## config.mk

```make
export PLATFORM = sky130hd
export DESIGN_NAME = mealy_seq_detector
export DESIGN_NICKNAME = d
export VERILOG_FILES = /design/src/rtl/mealy_pkg.sv /design/src/rtl/mealy_seq_next.sv /design/src/rtl/mealy_seq_detector.sv
export SDC_FILE = /design/constraint.sdc
export NUM_CORES = 1
export LEC_CHECK = 0
export ABC_AREA = 1
export CAP_MARGIN = 25
export CORE_MARGIN = 2
export CORE_UTILIZATION = 40
export DETAILED_ROUTE_END_ITERATION = 7
export GPL_TIMING_DRIVEN = 0
export PLACE_DENSITY_LB_ADDON = 0.2
export SLEW_MARGIN = 20
export SYNTH_ARGS = -nofsm -noshare
export SYNTH_HDL_FRONTEND = slang
export SYNTH_SLANG_ARGS = --single-unit
```

## constraint.sdc

```tcl
create_clock -name clk -period 1.42 [get_ports clk]
set_clock_uncertainty 0.2 [all_clocks]
set_input_delay 0.213 -clock clk [delete_from_list [all_inputs] [get_ports clk]]
set_output_delay 0.213 -clock clk [all_outputs]
set_load 0.1 [all_outputs]
```

## src/rtl/mealy_pkg.sv

```systemverilog
// Shared constants and elaboration-time helpers for the Mealy sequence detector family.
package mealy_pkg;

    localparam int unsigned PAT_MAX_W = 16;

    // Longest prefix of pat (first bit at pat[pw-1]) that is a suffix of
    // (first len pattern bits followed by b); capped at pw-1 so a full match
    // is never reported here.
    function automatic int kmp_fallback(input int len, input logic b,
                                        input logic [15:0] pat, input int pw);
        int   res;
        int   j;
        logic ok;
        logic sb;
        res = 0;
        for (int k = 16; k >= 1; k--) begin
            if (res == 0 && k <= len + 1 && k < pw) begin
                ok = 1'b1;
                for (int i = 0; i < 16; i++) begin
                    if (i < k) begin
                        j  = len + 1 - k + i;
                        sb = (j < len) ? pat[4'(pw - 1 - j)] : b;
                        if (pat[4'(pw - 1 - i)] != sb) begin
                            ok = 1'b0;
                        end
                    end
                end
                if (ok) begin
                    res = k;
                end
            end
        end
        return res;
    endfunction

    // Length of the longest proper border of the pattern.
    function automatic int border_len(input logic [15:0] pat, input int pw);
        int   res;
        logic ok;
        res = 0;
        for (int k = 15; k >= 1; k--) begin
            if (res == 0 && k < pw) begin
                ok = 1'b1;
                for (int i = 0; i < 15; i++) begin
                    if (i < k && pat[4'(pw - 1 - i)] != pat[4'(k - 1 - i)]) begin
                        ok = 1'b0;
                    end
                end
                if (ok) begin
                    res = k;
                end
            end
        end
        return res;
    endfunction

    // Increment v, holding at the all-ones value of a w-bit counter.
    function automatic logic [31:0] sat_inc(input logic [31:0] v, input int unsigned w);
        logic [31:0] max_v;
        max_v = (w >= 32) ? 32'hFFFF_FFFF : ((32'(1) << w) - 32'(1));
        return (v >= max_v) ? v : v + 32'(1);
    endfunction

endpackage

```

## src/rtl/mealy_seq_next.sv

```systemverilog
// Combinational next-prefix logic: maps (state, bit, overlap_en) to next state and hit.
module mealy_seq_next
    import mealy_pkg::*;
#(
    parameter int unsigned           PATTERN_W = 4,
    parameter logic [PATTERN_W-1:0]  PATTERN   = 4'b1011,
    parameter int unsigned           ST_W      = $clog2(PATTERN_W)
) (
    input  logic [ST_W-1:0] state,
    input  logic            in_bit,
    input  logic            overlap_en,
    output logic [ST_W-1:0] next_state_c,
    output logic            hit_c
);

    localparam int unsigned NUM_ST  = 1 << ST_W;
    localparam int unsigned BORDER  = int'(border_len(16'(PATTERN), int'(PATTERN_W)));
    localparam logic [ST_W-1:0] LAST_ST = ST_W'(PATTERN_W - 1);

    logic [ST_W-1:0] fb0_tbl [NUM_ST];
    logic [ST_W-1:0] fb1_tbl [NUM_ST];

    // Elaboration-time fallback tables, one entry per prefix length and input bit.
    for (genvar s = 0; s < NUM_ST; s++) begin : g_tbl
        if (s < PATTERN_W) begin : g_used
            assign fb0_tbl[s] = ST_W'(kmp_fallback(s, 1'b0, 16'(PATTERN), int'(PATTERN_W)));
            assign fb1_tbl[s] = ST_W'(kmp_fallback(s, 1'b1, 16'(PATTERN), int'(PATTERN_W)));
        end else begin : g_unused
            assign fb0_tbl[s] = '0;
            assign fb1_tbl[s] = '0;
        end
    end

    // Extend or fall back; on a full match restart at the border or at zero.
    always_comb begin
        hit_c        = (state == LAST_ST) && (in_bit == PATTERN[0]);
        next_state_c = in_bit ? fb1_tbl[state] : fb0_tbl[state];
        if (hit_c) begin
            next_state_c = overlap_en ? ST_W'(BORDER) : '0;
        end
    end

endmodule

```

## src/rtl/mealy_seq_detector.sv

```systemverilog
// Parametrised Mealy serial pattern detector with overlap control and saturating match counter.
module mealy_seq_detector
    import mealy_pkg::*;
#(
    parameter int unsigned           PATTERN_W = 4,
    parameter logic [PATTERN_W-1:0]  PATTERN   = 4'b1011,
    parameter int unsigned           CNT_W     = 8,
    parameter int unsigned           ST_W      = $clog2(PATTERN_W)
) (
    input  logic             clk,
    input  logic             areset,
    input  logic             in_valid,
    input  logic             in,
    input  logic             overlap_en,
    input  logic             clr,
    output logic             match,
    output logic [ST_W-1:0]  state_o,
    output logic [CNT_W-1:0] match_cnt
);

    if (PATTERN_W < 2 || PATTERN_W > PAT_MAX_W) begin : g_bad_width
        $error("mealy_seq_detector: PATTERN_W must be in 2..16");
    end
    if (ST_W < $clog2(PATTERN_W) || CNT_W < 1 || CNT_W > 32) begin : g_bad_param
        $error("mealy_seq_detector: ST_W or CNT_W out of range");
    end

    logic [ST_W-1:0]  state_q, state_d;
    logic [CNT_W-1:0] cnt_q, cnt_d;
    logic [ST_W-1:0]  next_state_c;
    logic             hit_c;

    mealy_seq_next #(
        .PATTERN_W (PATTERN_W),
        .PATTERN   (PATTERN),
        .ST_W      (ST_W)
    ) u_next (
        .state        (state_q),
        .in_bit       (in),
        .overlap_en   (overlap_en),
        .next_state_c (next_state_c),
        .hit_c        (hit_c)
    );

    // State and counter registers; areset wipes any partial match.
    always_ff @(posedge clk or posedge areset) begin
        if (areset) begin
            state_q <= '0;
            cnt_q   <= '0;
        end else begin
            state_q <= state_d;
            cnt_q   <= cnt_d;
        end
    end

    // Next state: clr beats in_valid; idle cycles hold.
    always_comb begin
        state_d = state_q;
        cnt_d   = cnt_q;
        if (clr) begin
            state_d = '0;
            cnt_d   = '0;
        end else if (in_valid) begin
            state_d = next_state_c;
            if (hit_c) begin
                cnt_d = CNT_W'(sat_inc(32'(cnt_q), CNT_W));
            end
        end
    end

    // Mealy match output, valid in the same cycle as the final pattern bit.
    always_comb begin
        match = 1'b0;
        if (in_valid && !clr) begin
            match = hit_c;
        end
    end

    assign state_o   = state_q;
    assign match_cnt = cnt_q;

endmodule
```

* Word level (Yosys, flattened, before mapping)
Index checks and enable logic that the tools add are counted.
Word-level totals: output and inout port bits 11, flip-flop bits (word level) 10, word-level logic and storage cells 30
Cells by class: bitwise logic cells 1, eq/ne operators 2, $add $sub $neg 1, magnitude comparators 2, multiplexer cells 16, reductions and logical operators 6
Operators with widths (number):
- two-way mux 8 bit | 4
- two-way mux 2 bit | 8
- adder 8 x 1 -> 8 bit, second input constant | 1
- binary-select mux 2 bit (select 2 bit) | 2
- greater-or-equal comparator 8 bit, second input constant | 1
- nonzero test 2 bit | 2
- greater-or-equal comparator 3 bit, second input constant | 1
- NOT 2 -> 3 bit | 1
- AND reduction 3 bit | 1
- equality test 2 bit, second input constant | 1
- logical AND 1 bit | 2
- two-way mux 1 bit | 2
- inequality test 2 bit, second input constant | 1
- zero test 1 bit | 1

* Depth between registers and ports, before layout
depth in word-level cells 8, mapped depth 9, depth with buffers taken out 9

* By module
Synthesis repeated with hierarchy kept, for this count alone.
Unflattened totals: cells, all modules 92, area total of the unflattened synthesis 633.1 µm²
Modules (own cells, without submodules):
- mealy_seq_detector | instances 1, cells an instance 83, area each 598.1 µm², sequential area each 250.2 µm²
- mealy_seq_next | instances 1, cells an instance 9, area each 35.0 µm², sequential area each 0.0 µm²

* Worst setup path after synthesis
No wires, ideal clock.
path kind reg2out, start point register state_q[0] (netlist: state_o[0]), end point output match, data arrival time 3315 ps, stages on the path, launching flop included 3, required time 1007 ps, setup slack -2308 ps, cell sequence dfrtp_1 nand2_1 nor3_1
On the way: cells in the longest elaborated chain, start to end 3
Ends and longest elaborated chain:
- start, declared | RTL line mealy_seq_detector.sv:28 | logic [ST_W-1:0] state_q, state_d;
- start signal, assigned | RTL line mealy_seq_detector.sv:51 | state_q <= state_d;
- equality test 2 bit | RTL line mealy_seq_next.sv:36 | hit_c = (state == LAST_ST) && (in_bit == PATTERN[0]);
- logical AND 1 bit | RTL line mealy_seq_next.sv:36
- two-way mux 1 bit | RTL line mealy_seq_detector.sv:74 | if (in_valid && !clr) begin
- end, declared | RTL line mealy_seq_detector.sv:16 | output logic match,
No other way between the ends.

* Worst setup path in the final report
Same ends and word-level chain as after synthesis.

==> reports/summary.txt <==
outcome - finished with violations
failing checks - negative setup slack
Placement Rows - 14
DR WL met3 - 73 um
switching share of power - 26.7%
placed cell areas - 893 sq um
routability-driven placement congestion ratio - 0.818
Pwr Total - 0.564 mW
Top delay family on crit path - flip-flops
Final Max Tran Viols - 0
via/cell ratio - 4.98
worst skew pair latency - 0.27 ns
Mapped Area - 639 sq um
slowest stage delay, CP - 0.44 ns
initial antenna violation count - 0
core area - 1510 sq um
worst slew pin tran - 0.384 ns
Final Cycle Share - 108%
# clock sinks - 10
DR top layer - met4
# IOs - 17
clk root buf - clkbuf_4
Routed Antenna Nets - 0
WP buf/inv - 1
CP max stage cell - dfrtp_4
pwr/cell area - 550 nW/um^2
Avg WL per Cell - 12.0 um
r2r setup slk - -0.10 ns
global-route wire length before repair - 2650 um
nets - 124
gr usage total - 18.9%
count of state elements after synthesis - 10
Pint - 0.413 mW
sequential share of the synthesized area - 39.1%
WL met2 - 797 um
Final Setup Violations - 11
sw power - 0.151 mW
initial core utilization - 42.4%
Post-Syn Instances - 88
unrepaired setup endpoints after global routing - true
kind of critical path - register to primary output
drt total wl - 1570 um
Gate power share - 14.0%
crit-path max FO - 3
Synth Warn # - 0
Die Ht - 44.0 um
M1 wire length - 670 um
final hold violations - 0
Die W - 44.0 um
Clock power frac - 34.3%
max-cap viol count - 0
I/O Buffers - 16
H-tree depth - 1
WHS - 0.0142 ns
Max Clock Freq - 652 MHz
Distinct cells, synth - 24
P_leak - 0.470 nW
Iteration-0 DRC Markers - 10
CTS tree - done
Arr. time, crit path - 1.12 ns
full die area - 1930 sq um
Inserted Clock Buffers - 3
Non-Filler Instances - 131
CP cell instances - nand2_4 > nor3_4 > buf_12
antenna fix cells - 0
syn_area_per_cell - 7.27 sq um
layout cells sized above 1 - 43.5%
via count - 653
DRC viols - 0
commonest non-fill, non-tap cell in the layout - nand2_1
number of instances in the placed design - 120
Final Worst Setup Slack - -0.114 ns
Detailed Place HPWL - 1090 um
crit start category - register
post-layout util - 68.1%
largest net degree at the start of global routing - 11
element type at the critical path end - primary output
worst hold-check path type - primary input to asynchronous set/reset pin
grt ovf - 0
Slew HR - 74.4%
DR pass1 iterations - 4
CP required - 1.01 ns
Post-Synthesis Net Count - 95
crit path time final - 1.53 ns
Flop pwr share - 51.7%
CTS max path bufs - 2
total negative slack - -0.975 ns
Max VDD drop - 0.000353 V
Non-Filler Cell Area, Final - 1030 sq um
commonest non-fill, non-tap cells in the layout - nand2_1 (23), inv_1 (11), buf_4 (10)
Place WS - -1.13 ns
vias in the first global route - 632
area grow syn2layout - 60.5%
clock-pin slew on the worst setup and hold paths - 0.06 ns
[layout make-up]
type / count / area, sq um
fillers: 122 / 480
multi-input cells: 64 / 394
flip-flops and latches: 10 / 283
repair buffers: 24 / 249
inverters: 14 / 57.6
clock buffers: 3 / 22.5
well taps: 16 / 20.0
[cell usage after synthesis (all sizes together)]
library cell	n	area, sq um
inv	12	45.0
nor4	1	6.26
nor2	11	58.8
nand4	3	18.8
ha	1	12.5
clkinv	2	12.5
o31ai	1	7.51
o211ai	1	7.51
nand2	30	128
nor3	1	5.00
xor2	1	8.76
nand3	7	35.0
nor3b	1	7.51
a21o	1	7.51
a21oi	1	8.76
o21ai	4	20.0
dfrtp	10	250
[worst register-to-register path, stage by stage (launching register included)]
cell and delay, ns:
dfrtp_4 0.50, ha_4 0.18, nand2_4 0.08, nor2_4 0.05, nand2_2 0.07, nand2_2 0.06
nand2_4 0.10, clkinv_4 0.08, nand2_1 0.06, nand2_1 0.04
[cell families after synthesis]
group / count (synthesis) / share of synthesized area, %
adder cells (fa/ha/maj): 1 / 1.96
XOR/XNOR: 1 / 1.37
buffers and inverters: 14 / 9.00
flip-flops: 10 / 39.1
AO/OA/AOI/OAI: 8 / 8.02
AND/OR/NAND/NOR: 54 / 40.5
[worst paths after layout]
check                                    startpoint  cells after the start                       end
setup / recovery             state_o[0]$_DFFE_PP0P_                      3                     match
hold / removal                               areset                      2  match_cnt[2]$_DFFE_PP0P_
setup reg to reg           match_cnt[1]$_DFFE_PP0P_                      9  match_cnt[7]$_DFFE_PP0P_
hold reg to reg            match_cnt[7]$_DFFE_PP0P_                      2  match_cnt[7]$_DFFE_PP0P_
max in group asynchronous                    areset                      2  match_cnt[0]$_DFFE_PP0P_
min in group clk                           in_valid                      4    state_o[0]$_DFFE_PP0P_
[power groups by stage]
stage	Clock [mW]	Combinational, mW	Sequential [mW]
CTS	0.196	0.0750	0.291
global placement	0	0.0718	0.298
finish	0.194	0.0788	0.292
floorplan	0	0.0254	0.315
global route	0.209	0.0849	0.292
detailed placement	0	0.0717	0.298
[timing repair]
item,CTS,global route
gates cloned,0,0
setup endpoints to repair,19,11
resized for setup,81,8
setup buffers,5,3
pin swaps,9,0
hold buffers,0,0
[sequential cells by signal (all words and copies together), names as in the netlist]
register / flops
match_cnt: 8
state_o: 2
[layer usage]
metal | GRT usage, % | up-vias
li1 | - | 336
met1 | 22.7 | 300
met2 | 32.1 | 13
met3 | 3.75 | 4
met4 | 9.09 | 0
met5 | 0 | -
Power figures use the tool's default switching activity.
